File: config.mk
export PLATFORM = sky130hd
export DESIGN_NAME = sdram_port_sched_flat
export DESIGN_NICKNAME = d
export VERILOG_FILES = /design/src/rtl/sdram_port_sched_if.sv /design/src/rtl/sdram_port_sched.sv /design/src/flat_wrapper.sv
export SDC_FILE = /design/constraint.sdc
export NUM_CORES = 1
export LEC_CHECK = 0
export BUFFER_PORTS_ARGS = -buffer_cell sky130_fd_sc_hd__buf_4
export CAP_MARGIN = 40
export CORE_MARGIN = 2
export CORE_UTILIZATION = 35
export CTS_CLUSTER_SIZE = 12
export DETAILED_ROUTE_END_ITERATION = 10
export GPL_TIMING_DRIVEN = 0
export SETUP_SLACK_MARGIN = 0.15
export SLEW_MARGIN = 20
export SYNTH_ARGS = -nofsm -noshare
export SYNTH_HDL_FRONTEND = slang
export SYNTH_SLANG_ARGS = --single-unit
File: constraint.sdc
create_clock -name clk -period 4.3 [get_ports clk]
set_clock_uncertainty 0.1 [all_clocks]
set_input_delay 0.86 -clock clk [delete_from_list [all_inputs] [get_ports clk]]
set_output_delay 0.86 -clock clk [all_outputs]
set_load 0.005 [all_outputs]
File: src/rtl/sdram_port_sched_if.sv
`default_nettype none
// ============================================================================
//  Module      : sdram_port_sched_if
//  Description : Bundle of the four toggle-handshake client ports and the
//                single toggle-handshake SDRAM controller port. The slave
//                modport is the scheduler's view; the master modport is the
//                surrounding logic (clients plus SDRAM controller).
//  Revision    : 1.0 - initial release
// ============================================================================
interface sdram_port_sched_if #(
  parameter int AW = 25,
  parameter int DW = 16
);
  // char client: read only
  logic          char_req;
  logic [AW-1:0] char_addr;
  logic          char_ack;
  logic [DW-1:0] char_dout;
  // download client: write only
  logic          dl_req;
  logic [AW-1:0] dl_addr;
  logic [DW-1:0] dl_din;
  logic          dl_ack;
  // rom client: read only
  logic          rom_req;
  logic [AW-1:0] rom_addr;
  logic          rom_ack;
  logic [DW-1:0] rom_dout;
  // tape client: read only
  logic          tape_req;
  logic [AW-1:0] tape_addr;
  logic          tape_ack;
  logic [DW-1:0] tape_dout;
  // SDRAM controller side
  logic          mem_ready;
  logic          mem_req;
  logic          mem_ack;
  logic [AW-1:0] mem_addr;
  logic [DW-1:0] mem_din;
  logic          mem_we;
  logic [DW-1:0] mem_dout;
  // status
  logic [3:0]    grant;
  logic          busy;

  modport slave (
    input  char_req, char_addr, dl_req, dl_addr, dl_din,
    input  rom_req, rom_addr, tape_req, tape_addr,
    input  mem_ready, mem_ack, mem_dout,
    output char_ack, char_dout, dl_ack, rom_ack, rom_dout, tape_ack, tape_dout,
    output mem_req, mem_addr, mem_din, mem_we, grant, busy
  );

  modport master (
    output char_req, char_addr, dl_req, dl_addr, dl_din,
    output rom_req, rom_addr, tape_req, tape_addr,
    output mem_ready, mem_ack, mem_dout,
    input  char_ack, char_dout, dl_ack, rom_ack, rom_dout, tape_ack, tape_dout,
    input  mem_req, mem_addr, mem_din, mem_we, grant, busy
  );
endinterface
`default_nettype wire

File: src/rtl/sdram_port_sched.sv
`default_nettype none
// ============================================================================
//  Module      : sdram_port_sched
//  Description : Time-shares one toggle-handshake SDRAM port between the
//                char, dl, rom and tape clients. Fixed priority
//                char > dl > rom > tape, with a per-client age counter that
//                forces a client to the top once it has lost MAXAGE grants.
//                One transaction outstanding at a time.
//  Revision    : 1.0 - initial release
// ============================================================================
module sdram_port_sched #(
  parameter int AW     = 25,
  parameter int DW     = 16,
  parameter int MAXAGE = 3
) (
  input  logic              clk,
  input  logic              reset,
  sdram_port_sched_if.slave bus
);

  // Client index order matches the one-hot grant bit order {tape,rom,dl,char}
  localparam int c_char = 0;
  localparam int c_dl   = 1;
  localparam int c_rom  = 2;
  localparam int c_tape = 3;

  localparam int AGW = (MAXAGE < 2) ? 1 : $clog2(MAXAGE + 1);
  localparam logic [AGW-1:0] c_max_age = AGW'(MAXAGE);

  typedef enum logic [0:0] {
    S_IDLE = 1'b0,
    S_WAIT = 1'b1
  } state_t;

  state_t         r_state;
  state_t         w_state_nxt;
  logic           w_do_grant;
  logic           w_do_done;

  logic           r_mem_req;
  logic [AW-1:0]  r_mem_addr;
  logic [DW-1:0]  r_mem_din;
  logic           r_mem_we;
  logic [3:0]     r_grant;
  logic           r_busy;
  logic [3:0]     r_ack;
  logic [DW-1:0]  r_char_dout;
  logic [DW-1:0]  r_rom_dout;
  logic [DW-1:0]  r_tape_dout;
  logic [AGW-1:0] r_age [4];

  logic [3:0]     w_req;
  logic [3:0]     w_pend;
  logic [3:0]     w_starved;
  logic [3:0]     w_cand;
  logic [3:0]     w_win_oh;
  logic [1:0]     w_win_idx;
  logic [AW-1:0]  w_win_addr;

  assign w_req  = {bus.tape_req, bus.rom_req, bus.dl_req, bus.char_req};
  // A toggle request is outstanding while req and ack disagree
  assign w_pend = w_req ^ r_ack;

  // Flag pending clients whose age has reached the starvation limit
  always_comb begin
    w_starved = '0;
    for (int i = 0; i < 4; i++) begin
      w_starved[i] = w_pend[i] && (r_age[i] == c_max_age);
    end
  end

  // Pick the lowest-index candidate; starved clients pre-empt the plain order
  always_comb begin
    w_cand    = (|w_starved) ? w_starved : w_pend;
    w_win_oh  = '0;
    w_win_idx = '0;
    for (int i = 3; i >= 0; i--) begin
      if (w_cand[i]) begin
        w_win_oh    = '0;
        w_win_oh[i] = 1'b1;
        w_win_idx   = 2'(i);
      end
    end
  end

  // Route the winner's address to the memory address register input
  always_comb begin
    w_win_addr = bus.char_addr;
    case (w_win_idx)
      2'd1:    w_win_addr = bus.dl_addr;
      2'd2:    w_win_addr = bus.rom_addr;
      2'd3:    w_win_addr = bus.tape_addr;
      default: w_win_addr = bus.char_addr;
    endcase
  end

  // State register
  always_ff @(posedge clk) begin
    if (reset) begin
      r_state <= S_IDLE;
    end else begin
      r_state <= w_state_nxt;
    end
  end

  // Next state and grant/complete strobes; completion never overlaps a grant
  always_comb begin
    w_state_nxt = r_state;
    w_do_grant  = 1'b0;
    w_do_done   = 1'b0;
    case (r_state)
      S_IDLE: begin
        if (bus.mem_ready && (|w_pend)) begin
          w_do_grant  = 1'b1;
          w_state_nxt = S_WAIT;
        end
      end
      S_WAIT: begin
        // mem_ready is deliberately ignored here: an issued access must finish
        if (bus.mem_ack == r_mem_req) begin
          w_do_done   = 1'b1;
          w_state_nxt = S_IDLE;
        end
      end
      default: w_state_nxt = S_IDLE;
    endcase
  end

  // Datapath: launch the winner's access, then return data and ack on completion
  always_ff @(posedge clk) begin
    if (reset) begin
      r_mem_req   <= 1'b0;
      r_mem_addr  <= '0;
      r_mem_din   <= '0;
      r_mem_we    <= 1'b0;
      r_grant     <= '0;
      r_busy      <= 1'b0;
      r_ack       <= '0;
      r_char_dout <= '0;
      r_rom_dout  <= '0;
      r_tape_dout <= '0;
      for (int i = 0; i < 4; i++) begin
        r_age[i] <= '0;
      end
    end else begin
      if (w_do_grant) begin
        r_mem_req  <= ~r_mem_req;
        r_mem_addr <= w_win_addr;
        if (w_win_oh[c_dl]) begin
          r_mem_din <= bus.dl_din;
        end
        r_mem_we <= w_win_oh[c_dl];
        r_grant  <= w_win_oh;
        r_busy   <= 1'b1;
        // Losers that are still waiting age (saturating); everyone else resets
        for (int i = 0; i < 4; i++) begin
          if (w_win_oh[i] || !w_pend[i]) begin
            r_age[i] <= '0;
          end else if (r_age[i] != c_max_age) begin
            r_age[i] <= r_age[i] + AGW'(1);
          end
        end
      end
      if (w_do_done) begin
        r_grant <= '0;
        r_busy  <= 1'b0;
        r_ack   <= r_ack ^ r_grant;
        if (!r_mem_we) begin
          if (r_grant[c_char]) r_char_dout <= bus.mem_dout;
          if (r_grant[c_rom])  r_rom_dout  <= bus.mem_dout;
          if (r_grant[c_tape]) r_tape_dout <= bus.mem_dout;
        end
      end
    end
  end

  assign bus.char_ack  = r_ack[c_char];
  assign bus.dl_ack    = r_ack[c_dl];
  assign bus.rom_ack   = r_ack[c_rom];
  assign bus.tape_ack  = r_ack[c_tape];
  assign bus.char_dout = r_char_dout;
  assign bus.rom_dout  = r_rom_dout;
  assign bus.tape_dout = r_tape_dout;
  assign bus.mem_req   = r_mem_req;
  assign bus.mem_addr  = r_mem_addr;
  assign bus.mem_din   = r_mem_din;
  assign bus.mem_we    = r_mem_we;
  assign bus.grant     = r_grant;
  assign bus.busy      = r_busy;

endmodule
`default_nettype wire

File: src/flat_wrapper.sv
// flat-port wrapper written by rule: the top's interface ports become plain ports
module sdram_port_sched_flat 
#(
  parameter int AW     = 25,
  parameter int DW     = 16,
  parameter int MAXAGE = 3
)
  (clk, reset, bus_char_req, bus_char_addr, bus_dl_req, bus_dl_addr, bus_dl_din, bus_rom_req, bus_rom_addr, bus_tape_req, bus_tape_addr, bus_mem_ready, bus_mem_ack, bus_mem_dout, bus_char_ack, bus_char_dout, bus_dl_ack, bus_rom_ack, bus_rom_dout, bus_tape_ack, bus_tape_dout, bus_mem_req, bus_mem_addr, bus_mem_din, bus_mem_we, bus_grant, bus_busy);
  sdram_port_sched_if #(.AW(AW), .DW(DW)) bus_i ();
  input  logic clk;
  input  logic reset;
  input wire logic [$bits(bus_i.char_req)-1:0] bus_char_req;
  input wire logic [$bits(bus_i.char_addr)-1:0] bus_char_addr;
  input wire logic [$bits(bus_i.dl_req)-1:0] bus_dl_req;
  input wire logic [$bits(bus_i.dl_addr)-1:0] bus_dl_addr;
  input wire logic [$bits(bus_i.dl_din)-1:0] bus_dl_din;
  input wire logic [$bits(bus_i.rom_req)-1:0] bus_rom_req;
  input wire logic [$bits(bus_i.rom_addr)-1:0] bus_rom_addr;
  input wire logic [$bits(bus_i.tape_req)-1:0] bus_tape_req;
  input wire logic [$bits(bus_i.tape_addr)-1:0] bus_tape_addr;
  input wire logic [$bits(bus_i.mem_ready)-1:0] bus_mem_ready;
  input wire logic [$bits(bus_i.mem_ack)-1:0] bus_mem_ack;
  input wire logic [$bits(bus_i.mem_dout)-1:0] bus_mem_dout;
  output wire logic [$bits(bus_i.char_ack)-1:0] bus_char_ack;
  output wire logic [$bits(bus_i.char_dout)-1:0] bus_char_dout;
  output wire logic [$bits(bus_i.dl_ack)-1:0] bus_dl_ack;
  output wire logic [$bits(bus_i.rom_ack)-1:0] bus_rom_ack;
  output wire logic [$bits(bus_i.rom_dout)-1:0] bus_rom_dout;
  output wire logic [$bits(bus_i.tape_ack)-1:0] bus_tape_ack;
  output wire logic [$bits(bus_i.tape_dout)-1:0] bus_tape_dout;
  output wire logic [$bits(bus_i.mem_req)-1:0] bus_mem_req;
  output wire logic [$bits(bus_i.mem_addr)-1:0] bus_mem_addr;
  output wire logic [$bits(bus_i.mem_din)-1:0] bus_mem_din;
  output wire logic [$bits(bus_i.mem_we)-1:0] bus_mem_we;
  output wire logic [$bits(bus_i.grant)-1:0] bus_grant;
  output wire logic [$bits(bus_i.busy)-1:0] bus_busy;
  assign bus_i.char_req = bus_char_req;
  assign bus_i.char_addr = bus_char_addr;
  assign bus_i.dl_req = bus_dl_req;
  assign bus_i.dl_addr = bus_dl_addr;
  assign bus_i.dl_din = bus_dl_din;
  assign bus_i.rom_req = bus_rom_req;
  assign bus_i.rom_addr = bus_rom_addr;
  assign bus_i.tape_req = bus_tape_req;
  assign bus_i.tape_addr = bus_tape_addr;
  assign bus_i.mem_ready = bus_mem_ready;
  assign bus_i.mem_ack = bus_mem_ack;
  assign bus_i.mem_dout = bus_mem_dout;
  assign bus_char_ack = bus_i.char_ack;
  assign bus_char_dout = bus_i.char_dout;
  assign bus_dl_ack = bus_i.dl_ack;
  assign bus_rom_ack = bus_i.rom_ack;
  assign bus_rom_dout = bus_i.rom_dout;
  assign bus_tape_ack = bus_i.tape_ack;
  assign bus_tape_dout = bus_i.tape_dout;
  assign bus_mem_req = bus_i.mem_req;
  assign bus_mem_addr = bus_i.mem_addr;
  assign bus_mem_din = bus_i.mem_din;
  assign bus_mem_we = bus_i.mem_we;
  assign bus_grant = bus_i.grant;
  assign bus_busy = bus_i.busy;
  sdram_port_sched #(.AW(AW), .DW(DW), .MAXAGE(MAXAGE)) u_core (.clk(clk), .reset(reset), .bus(bus_i));
endmodule
==> results.ini, run 1 <==
[routing]
first_pass_iters = 6
wl_per_cell_um = 16.5
drc = 0
via_per_inst = 5.06
wl_mm = 16.6
vias = 5089
ant_nets = 0
drt_iter0_drc = 345

[die]
core_um2 = 13100
fp.dieH_um = 120
start_util_pct = 35.7
rows = 42
dieWidth_um = 120
die_area_um2 = 14300
ioPinCount = 240

[timing]
tightest_slew_ns = 0.790
fin_tns_setup_ns = 0
relSlewSlack_pct = 47.1
fin_ws_ns = 1.24
rsz0062_at_grt = false
max_freq_mhz = 326
setup_viol = 0
min_period_ns = 3.06
slew_viol_final = 0
hold_viol_final = 0
post-route-period-util_pct = 71.2

[clock_tree]
cts_tree = yes
cts-root-buf = clkbuf_16
holdBufCountCts = 0
post_cts_resized = 0
post_cts_buffers = 0
numCtsBuffers = 9
insertion_delay_ns = 0.35
htree_levels = 3
path_clk_slew_ns = 0.08
clock_path_buffers = 2
cts_sinks = 109

[logic_synthesis]
synth_area_um2 = 4690
yosys_most_used_dff = dfxtp_1
syn_inst = 575
synth_edf_count = 8
synth_area_per_cell_um2 = 8.15
synth.distinct_cells = 48
ys_seq_area_share_pct = 48.3
synthesis.nets = 719
yosysWarnings = 0
ys_seq_elements = 109
async_flop_share_pct = 0

[power_and_ir_drop]
power.leakage_nw = 2.94
power_switching_mw = 0.641
pwr-share-seq_pct = 45.8
p_int_mw = 1.74
peakVddDrop_uv = 180
power.density_nw_per_um2 = 340
p_clk_share_pct = 37.0
combPwrFrac_pct = 17.2
switching_share_pct = 26.9

[critical_path]
required_ns = 4.41
startpoint_type = primary input
cp.arrival_ns = 3.17
critical_path.max_fanout = 10
path_class = primary input to flop
worst_setup_path_end_kind = flop

[final_layout]
final_common_cell = buf_4
layoutNonFillerInstCount = 1006
mostFrequentLayoutCells = 240 x buf_4, 172 x nand2_1, 101 x dfxtp_1, 74 x a21oi_1, 47 x o21ai_1
fin_nets = 969
nFillCells = 1299
drive_above_1_share_pct = 33.5
area_growth_pct = 49.7
post-route-cell-area_um2 = 7010
antennaDiodeCount = 0

[grt]
grt_pass1_vias = 4953
antenna_found_initial = 0
grt_pass1_wl_mm = 25.5
grt_start_max_net_pins = 21
busiest_layer = met2
grtUsageMet1_pct = 26.7
grt_usage_pct = 22.6
overflow = 0
met2_usage_pct = 38.4
gr-usage-met3_pct = 8.08

[status]
status = finished, final reports clean

[run]
maxCapViolations = 0

[worst_hold_path]
hold_class = flop to flop

[placement]
dp_cells = 990
dpl.hpwl_mm = 13.0
portBuffers = 239
placed_cell_area_um2 = 6700
place_congestion = 0.902
dp_worst_setup_slack_ns = 0.876

==> kinds of logic after synthesis <==
kind of cell	after synthesis	synth area share (%)
AOI/OAI and AO/OA	177	23.1
and+or+nand+nor	229	20.7
adders and majority gates	4	1.07
DFF	109	48.3
buffers and inverters	44	4.30
xor gates and xnor gates	12	2.56
==> critical path, stage by stage <==
cell      delay, ns
buf_4          0.11
xor2_1         0.62
o41ai_1        0.27
nand2b_1       0.20
buf_2          0.18
nor2_4         0.22
clkbuf_1       0.41
nand3_1        0.16
nor2_1         0.13
==> per-layer routing <==
layer	routed length, um	share of wire [%]	vias to the layer above
li1	-	-	2488
met1	6870	41	2360
met3	1600	9.6	19
met5	0	0	-
met2	7840	47	222
met4	301	1.8	0
==> power by group through the flow <==
stage	sequential (mW)	clock, mW	combinational (mW)
after global placement	1.11	0	0.404
after floorplan	1.11	0	0.183
after detailed placement	1.11	0	0.410
final	1.09	0.881	0.410
after global routing	1.10	0.944	0.447
after CTS	1.09	0.901	0.411
==> through the flow <==
step | hold WS (ns) | power [mW] | utilization, %
after floorplan | 0.342 | 1.30 | -
after global placement | 0.336 | 1.52 | 51.0
after detailed placement | 0.342 | 1.53 | 51.0
after CTS | 0.353 | 2.40 | 53.4
after global routing | 0.365 | 2.49 | 53.4
final | 0.351 | 2.38 | 53.4
==> worst paths after layout <==
check,start,endpoint,slack [ns],cells past startpoint
max,bus_tape_req,u_core.r_age[0][0]$_SDFFCE_PN0P_,1.24,9
min reg2reg,u_core.bus.mem_addr[2]$_SDFFE_PP0N_,u_core.bus.mem_addr[2]$_SDFFE_PP0N_,0.35,2
min,u_core.bus.mem_addr[2]$_SDFFE_PP0N_,u_core.bus.mem_addr[2]$_SDFFE_PP0N_,0.35,2
max reg2reg,u_core.r_ack[3]$_SDFFE_PP0P_,u_core.r_age[0][0]$_SDFFCE_PN0P_,1.44,8
==> sequential cells by signal, summed over array words and instances, names as in the netlist <==
signal                count
u_core.bus.busy           1
u_core.bus.grant          4
u_core.r_state            1
u_core.r_age              8
u_core.bus.mem_addr      25
u_core.bus.tape_dout     16
u_core.bus.char_dout     16
u_core.r_ack              4
u_core.bus.rom_dout      16
u_core.bus.mem_we         1
u_core.bus.mem_req        1
u_core.bus.mem_din       16
==> cells in the mapped netlist (4+ instances only) <==
cell | count | area (um2)
nand2_1 | 172 | 646
dfxtp_1 | 101 | 2020
a21oi_1 | 74 | 370
o21ai_1 | 47 | 235
clkbuf_1 | 25 | 93.8
nand2b_1 | 17 | 106
nor2_1 | 16 | 60.1
a211oi_1 | 12 | 90.1
a222oi_1 | 12 | 120
a22o_1 | 12 | 105
edfxtp_1 | 8 | 240
buf_2 | 7 | 35.0
xor2_1 | 7 | 61.3
inv_1 | 6 | 22.5
and2_1 | 5 | 31.3
ha_1 | 4 | 50.1
o21ai_0 | 4 | 20.0
==> area by class of cell <==
cell class	count	area (um2)	share of cell area (%)
inverter	6	22.5	0.321
clock inverter	7	87.6	1.25
tap	176	220	3.14
buffer	38	179	2.55
timing repair buffer	239	1790	25.6
sequential	109	2260	32.3
clock buffer	9	225	3.21
multi-input combinational	422	2220	31.7
Power figures use the tool's default switching activity.
==> run 2, diff against run 1 <==
Settings changed: ABC_AREA set to 1.
Clock period 4.3 ns to 2.75 ns, I/O delays scaled along.
==> run 2 against run 1 <==
  * Final cell count is 29% higher
  * Sequential power is 60% higher
  * Via count is 15% higher
  * Non-clock buffer count is 5 higher
  * Sequential share of layout area is 3.7 points lower
  * Combinational power is 140% higher
  * Power is 71% higher
  * Synthesized cell count is 43% higher
  * Utilization is 3.0 points lower
  * Routed wire length is 9.2% higher
  * Area after synthesis is 18% higher
  * Worst setup slack worse by 0.86 ns
  * Largest power group unchanged
==> results.ini, run 2 <==
[logic_synthesis]
yosys-top-cells-count = 219 x nand2_1, 109 x nor2_1, 101 x dfxtp_1
synthesis.nets = 967  ; +34%
synth_edf_count = 8  ; unchanged
synth_top_area_share_pct = 36.4  ; -6.7 points
ys_seq_elements = 109  ; unchanged
syn_inst = 823  ; +43%
netlist_top_cells_area = dfxtp_1 36%, nand2_1 15%, nand3_1 8.6%, nor2_1 7.4%, inv_1 6.5%
ys_seq_area_share_pct = 40.7  ; -7.5 points
yosysMostFrequentCell = nand2_1
synth_area_per_cell_um2 = 6.75  ; -17%
yosys.area.top_type = dfxtp_1
yosys_most_used_dff = dfxtp_1
synth_area_um2 = 5550  ; +18%
yosysWarnings = 0  ; unchanged
async_flop_share_pct = 0  ; unchanged
synth.distinct_cells = 31  ; -35%

[final_layout]
mostFrequentLayoutCells = 246 x buf_4, 219 x nand2_1, 109 x nor2_1, 101 x dfxtp_1, 96 x inv_1
largest_reg_flops = 25  ; unchanged
area_growth_pct = 42.6
nFillCells = 1667  ; +28%
fin_nets = 1217  ; +26%
drive_above_1_share_pct = 29.2  ; -4.2 points
final-seq-area_um2 = 2260  ; unchanged
antennaDiodeCount = 0  ; unchanged
multi_input_area_um2 = 2670  ; +20%
final_common_cell = buf_4

[timing]
relSlewSlack_pct = 60.2  ; +13 points
tightest_slew_ns = 0.595  ; -0.196 ns
rsz0062_at_grt = false
post-route-period-util_pct = 86.2
slew_viol_final = 0  ; unchanged
hold_viol_final = 0  ; unchanged
setup_viol = 0  ; unchanged
min_period_ns = 2.37
fin_tns_setup_ns = 0  ; unchanged
max_freq_mhz = 422

[critical_path]
worst_setup_path_end_kind = flop
required_ns = 2.69  ; -1.72 ns
cp.arrival_ns = 2.31  ; -0.86 ns
slowest_stage = edfxtp_1
critical_path.max_fanout = 10  ; unchanged
path_cells = ha_1, nand3_4, nand2_4, o21ai_1, nand2_1, nor2_4, buf_4, nand2_1, a21oi_1
crit_top_cell = nand2_1
startpoint_type = flop
crit_family = simple AND/OR/NAND/NOR gates
crit_path_max_incr_delay_ns = 0.39  ; -0.23 ns
crit_buf_inv = 1  ; -2
path_class = flop to flop

[die]
dieWidth_um = 130  ; +8.5%
start_util_pct = 35.3  ; -0.34 points
die_area_um2 = 16900  ; +18%
ioPinCount = 240  ; unchanged
rows = 46  ; +9.5%
fp.dieH_um = 130  ; +8.5%
core_um2 = 15700  ; +20%

[placement]
place_congestion = 0.832  ; -7.7%
dpl.hpwl_mm = 14.2  ; +9.3%
portBuffers = 239  ; unchanged

[status]
status = finished, final reports clean

[power_and_ir_drop]
pwr-share-seq_pct = 42.8  ; -3.0 points
power.leakage_nw = 4.24  ; +44%
peakVddDrop_uv = 259  ; +44%
power.density_nw_per_um2 = 514  ; +51%
p_total_mw = 4.07  ; +71%
power_switching_mw = 1.19  ; +86%
combPwrFrac_pct = 24.3  ; +7.1 points
p_clk_share_pct = 32.9  ; -4.1 points
p_int_mw = 2.88  ; +65%
switching_share_pct = 29.3  ; +2.3 points

[grt]
grt_pass1_wl_mm = 27.5  ; +7.9%
grt_pass1_vias = 5341  ; +7.8%
overflow = 0  ; unchanged
antenna_found_initial = 0  ; unchanged
grt_start_max_net_pins = 18  ; -14%
grt_usage_pct = 20.7  ; -1.9 points

[clock_tree]
path_clk_slew_ns = 0.07  ; about the same
cts-root-buf = clkbuf_16
htree_levels = 3  ; unchanged
numCtsBuffers = 9  ; unchanged
cts_sinks = 109  ; unchanged
cts_tree = yes
post_cts_resized = 0  ; unchanged
insertion_delay_ns = 0.35  ; about the same
post_cts_buffers = 0  ; unchanged
clock_path_buffers = 2  ; unchanged
holdBufCountCts = 0  ; unchanged

[routing]
drc = 0  ; unchanged
drt_iter0_drc = 173  ; -50%
vias = 5861  ; +15%
first_pass_iters = 5  ; -1
wl_per_cell_um = 14.0  ; -15%
wl_mm = 18.1  ; +9.2%
ant_nets = 0  ; unchanged
via_per_inst = 4.53  ; -10%

[run]
maxCapViolations = 0  ; unchanged

[worst_hold_path]
hold_class = primary input to flop

==> run 2: worst reg2reg max path, cell delays in order, from the launching register on <==
cell and delay (ns):
edfxtp_1 0.39, ha_1 0.28, nand3_4 0.14, nand2_4 0.08
o21ai_1 0.17, nand2_1 0.11, nor2_4 0.17, buf_4 0.22
nand2_1 0.15, a21oi_1 0.24
==> run 2: worst paths after layout <==
| kind | startpoint | endpoint | slack (ns) | depth (start not counted) |
|---|---|---|---|---|
| worst min-delay path | bus_mem_dout[4] | u_core.bus.rom_dout[4]$_SDFFE_PP0P_ | 0.34 | 3 |
| worst max register to register | u_core.r_age[1][0]$_SDFFCE_PN0P_ | u_core.r_age[3][1]$_SDFFCE_PN0P_ | 0.38 | 9 |
| worst min register to register | u_core.bus.mem_addr[1]$_SDFFE_PP0N_ | u_core.bus.mem_addr[1]$_SDFFE_PP0N_ | 0.35 | 2 |
| worst max-delay path | u_core.r_age[1][0]$_SDFFCE_PN0P_ | u_core.r_age[3][1]$_SDFFCE_PN0P_ | 0.38 | 9 |
==> run 2: cell families (layout without fill, tap and decap cells) <==
logic type | count (synthesis) | in the layout | synth area share [%]
flip-flops | 109 | 109 | 40.7
adder cells (fa/ha/maj) | 4 | 4 | 0.902
AO/OA/AOI/OAI | 115 | 115 | 11.8
AND/OR/NAND/NOR | 449 | 449 | 35.3
buffers and inverters | 146 | 400 | 11.2
==> run 2: power by group through the flow <==
stage / registers (mW) / clock network, mW / logic [mW]
3_5_place_dp: 1.78 / 0 / 0.995
3_3_place_gp: 1.78 / 0 / 0.992
5_1_grt: 1.75 / 1.43 / 1.10
6_report: 1.74 / 1.34 / 0.989
4_1_cts: 1.74 / 1.38 / 0.998
2_1_floorplan: 1.78 / 0 / 0.533
==> run 2: metal layers <==
metal / wire (um) / up-vias / GRT usage (%)
met3: 1670 / 17 / 6.77
met1: 7980 / 2562 / 26.0
met2: 8210 / 198 / 34.6
met4: 272 / 0 / 5.06
li1: - / 3084 / -
met5: 0 / - / 0
==> run 2: metrics by stage <==
step                      cell area [um2]  util, %  setup WS [ns]  instances  hold WS (ns)
after floorplan                      5550        -          0.604        823         0.346
after global placement               7620     48.5          0.132       1278         0.339
after detailed placement             7620     48.5          0.132       1278         0.341
after CTS                            7920     50.4          0.343       1293         0.333
after global routing                 7920     50.4          0.202       1293         0.338
final                                7920     50.4          0.379       1293         0.341
==> run 2: area by class of cell <==
class	count	area share, %
plain buffers	43	3.00
clock buffers	11	3.07
clock inverters	4	0.711
inverters	103	4.88
multi-input cells	568	33.7
flip-flops and latches	109	28.6
well taps	216	3.41
repair buffers	239	22.7
==> run 3, diff against run 2 <==
Clock period 2.75 ns to 1.9 ns, I/O delays scaled along.
==> run 3 against run 2 <==
  * The flow now finishes with violations (setup timing)
  * First-iteration DRC count is 28% higher
  * Final area is 12% higher
  * Non-clock buffer count rose by 37
  * Worst setup slack worse by 0.56 ns
  * Critical endpoint is now u_core.r_age[2][0]$_SDFFCE_PN0P_
  * Largest cell class unchanged
  * Largest power group unchanged
  * Highest routed layer unchanged
==> results.ini, run 3 (synthesis gave the netlist of run 2 again) <==
[status]
status = finished with violations
violations = setup timing

[critical_path]
cp.arrival_ns = 2.05  ; -0.26 ns
crit_top_cell = nand2_4
r2r_end = u_core.r_age[2][0]$_SDFFCE_PN0P_
startpoint_type = flop
r2r_slack_ns = -0.19  ; -0.56 ns
crit_path_max_incr_delay_ns = 0.44  ; +0.05 ns
slowest_stage = edfxtp_1
worst_setup_path_end_kind = flop
required_ns = 1.86  ; -0.83 ns
path_cells = ha_4, nand3_4, nand2_4, nor2_8, nand2_2, nand2_4, buf_4, buf_8, nand2_4, a31oi_4
path_class = flop to flop
critical_path.max_fanout = 6  ; -4
regToRegStartpoint = u_core.r_age[0][0]$_SDFFCE_PN0P_
r2r_cells = 10  ; +1

[worst_hold_path]
hp-start = bus_mem_dout[5]
hold_class = primary input to flop
hold_depth = 3  ; unchanged
hold_end = u_core.bus.tape_dout[5]$_SDFFE_PP0P_

[routing]
drt_iter0_drc = 221  ; +28%
ant_nets = 0  ; unchanged
first_pass_iters = 4  ; -1
drc = 0  ; unchanged
vias = 6068  ; +3.5%
wl_per_cell_um = 14.3  ; +2.1%
wl_mm = 19.1  ; +5.1%
via_per_inst = 4.56  ; +0.58%

[final_layout]
nFillCells = 1541  ; -7.6%
fin_nets = 1254  ; +3.0%
area_growth_pct = 59.8
final_common_cell = buf_4
antennaDiodeCount = 0  ; unchanged
post-route-cell-area_um2 = 8870  ; +12%
largest_reg_flops = 25  ; unchanged
final-seq-area_um2 = 2270  ; +0.28%
mostFrequentLayoutCells = 277 x buf_4, 189 x nand2_1, 105 x nor2_1, 96 x dfxtp_1, 91 x nand3_1
drive_above_1_share_pct = 39.0  ; +9.8 points
multi_input_area_um2 = 3070  ; +15%
layoutNonFillerInstCount = 1331  ; +2.9%

[placement]
portBuffers = 239  ; unchanged
dpl.hpwl_mm = 14.0  ; -1.5%
dp_worst_setup_slack_ns = -0.430  ; -0.561 ns
place_congestion = 0.810  ; -2.7%
placed_cell_area_um2 = 7730  ; +1.5%
dp_cells = 1278  ; unchanged

[timing]
max_freq_mhz = 480  ; +14%
relSlewSlack_pct = 50.0  ; -10 points
min_period_ns = 2.09  ; -0.285 ns
post-route-period-util_pct = 110  ; +24 points
tightest_slew_ns = 0.750  ; +0.155 ns
setup_viol = 50  ; +50
rsz0062_at_grt = true
slew_viol_final = 0  ; unchanged
hold_ws_ns = 0.158  ; -0.183 ns
fin_ws_ns = -0.185  ; -0.565 ns
hold_viol_final = 0  ; unchanged

[power_and_ir_drop]
power.density_nw_per_um2 = 722  ; +41%
power.leakage_nw = 4.59  ; +8.2%
peakVddDrop_uv = 386  ; +49%
p_total_mw = 6.41  ; +58%

[grt]
antenna_found_initial = 0  ; unchanged
overflow = 0  ; unchanged
grt_pass1_wl_mm = 28.7  ; +4.4%
grt_start_max_net_pins = 21  ; +3
grt_pass1_vias = 5608  ; +5.0%
grt_usage_pct = 21.5  ; +0.79 points

[run]
maxCapViolations = 0  ; unchanged

[clock_tree]
path_clk_slew_ns = 0.08  ; about the same
holdBufCountCts = 0  ; unchanged
numCtsBuffers = 9  ; unchanged
cts-root-buf = clkbuf_16
clock_path_buffers = 2  ; unchanged
cts_tree = yes
insertion_delay_ns = 0.36  ; about the same
htree_levels = 3  ; unchanged
cts_sinks = 109  ; unchanged

[die]
ioPinCount = 240  ; unchanged
rows = 46  ; unchanged
fp.dieH_um = 130  ; unchanged
core_um2 = 15700  ; unchanged
dieWidth_um = 130  ; unchanged
die_area_um2 = 16900  ; unchanged
start_util_pct = 35.3  ; unchanged

==> run 3: changes by cell type in the layout (fill, tap and decap cells not counted), sizes merged <==
cell / before / now
buf: 271 / 310
clkinv: 1 / 4
clkbuf: 22 / 19
inv: 105 / 104
==> run 3: power by group <==
group / switching, mW / leakage [nW] / internal [mW]
Sequential: 0.0856 / 0.910 / 2.45
Combinational: 0.901 / 3.52 / 0.868
Clock: 0.970 / 0.164 / 1.14
Total: 1.96 / 4.59 / 4.45
==> run 3: routing by layer <==
| layer | GRT usage (%) | vias up | wire, um |
|---|---|---|---|
| met5 | 0 | - | 0 |
| met4 | 6.96 | 0 | 335 |
| met3 | 6.07 | 23 | 1590 |
| met2 | 35.8 | 182 | 8800 |
| met1 | 27.0 | 2701 | 8320 |
| li1 | - | 3162 | - |
==> run 3: layout make-up <==
type                            instances  share of cell area, %
Sequential cell                       109                   25.6
Buffer                                 43                   3.93
Clock buffer                           10                   2.82
Inverter                              103                   4.47
Clock inverter                          6                   1.00
Timing Repair Buffer                  276                   24.5
Multi-Input combinational cell        568                   34.6
Tap cell                              216                   3.05
==> run 3: worst max path at each step <==
stage          cells after the start                                    to  slack [ns]                              from
2_1_floorplan                     10      u_core.r_age[1][0]$_SDFFCE_PN0P_       -0.02  u_core.r_age[0][0]$_SDFFCE_PN0P_
3_5_place_dp                      11      u_core.r_age[2][0]$_SDFFCE_PN0P_       -0.43                       bus_rom_req
4_1_cts                           15  u_core.bus.mem_addr[19]$_SDFFE_PP0N_       -0.13  u_core.r_age[2][0]$_SDFFCE_PN0P_
5_1_grt                           15  u_core.bus.mem_addr[16]$_SDFFE_PP0N_       -0.30  u_core.r_age[0][0]$_SDFFCE_PN0P_
6_report                          10      u_core.r_age[2][0]$_SDFFCE_PN0P_       -0.19  u_core.r_age[0][0]$_SDFFCE_PN0P_
3_3_place_gp                      11      u_core.r_age[2][0]$_SDFFCE_PN0P_       -0.42                        bus_dl_req
==> run 3: critical path, delay by kind of cell (launching register included) <==
family / cells / cell delay (ns)
buf+inv: 2 / 0.23
flops: 1 / 0.44
fa+ha+maj: 1 / 0.20
simple gates: 6 / 0.67
compound gates: 1 / 0.15
==> run 3: stage by stage <==
stage	setup TNS, ns	util (%)
after global routing	-11.13	56.5
after floorplan	-0.0766	-
final	-5.48	56.5
after global placement	-22.24	49.2
after detailed placement	-21.37	49.2
after CTS	-3.87	53.6
==> run 3: timing repair <==
item,4_1_cts,5_1_grt
gates cloned,2,1
gates resized for setup,54,94
pin swaps,15,25
endpoints found under the setup margin,108,91
setup buffers,20,14
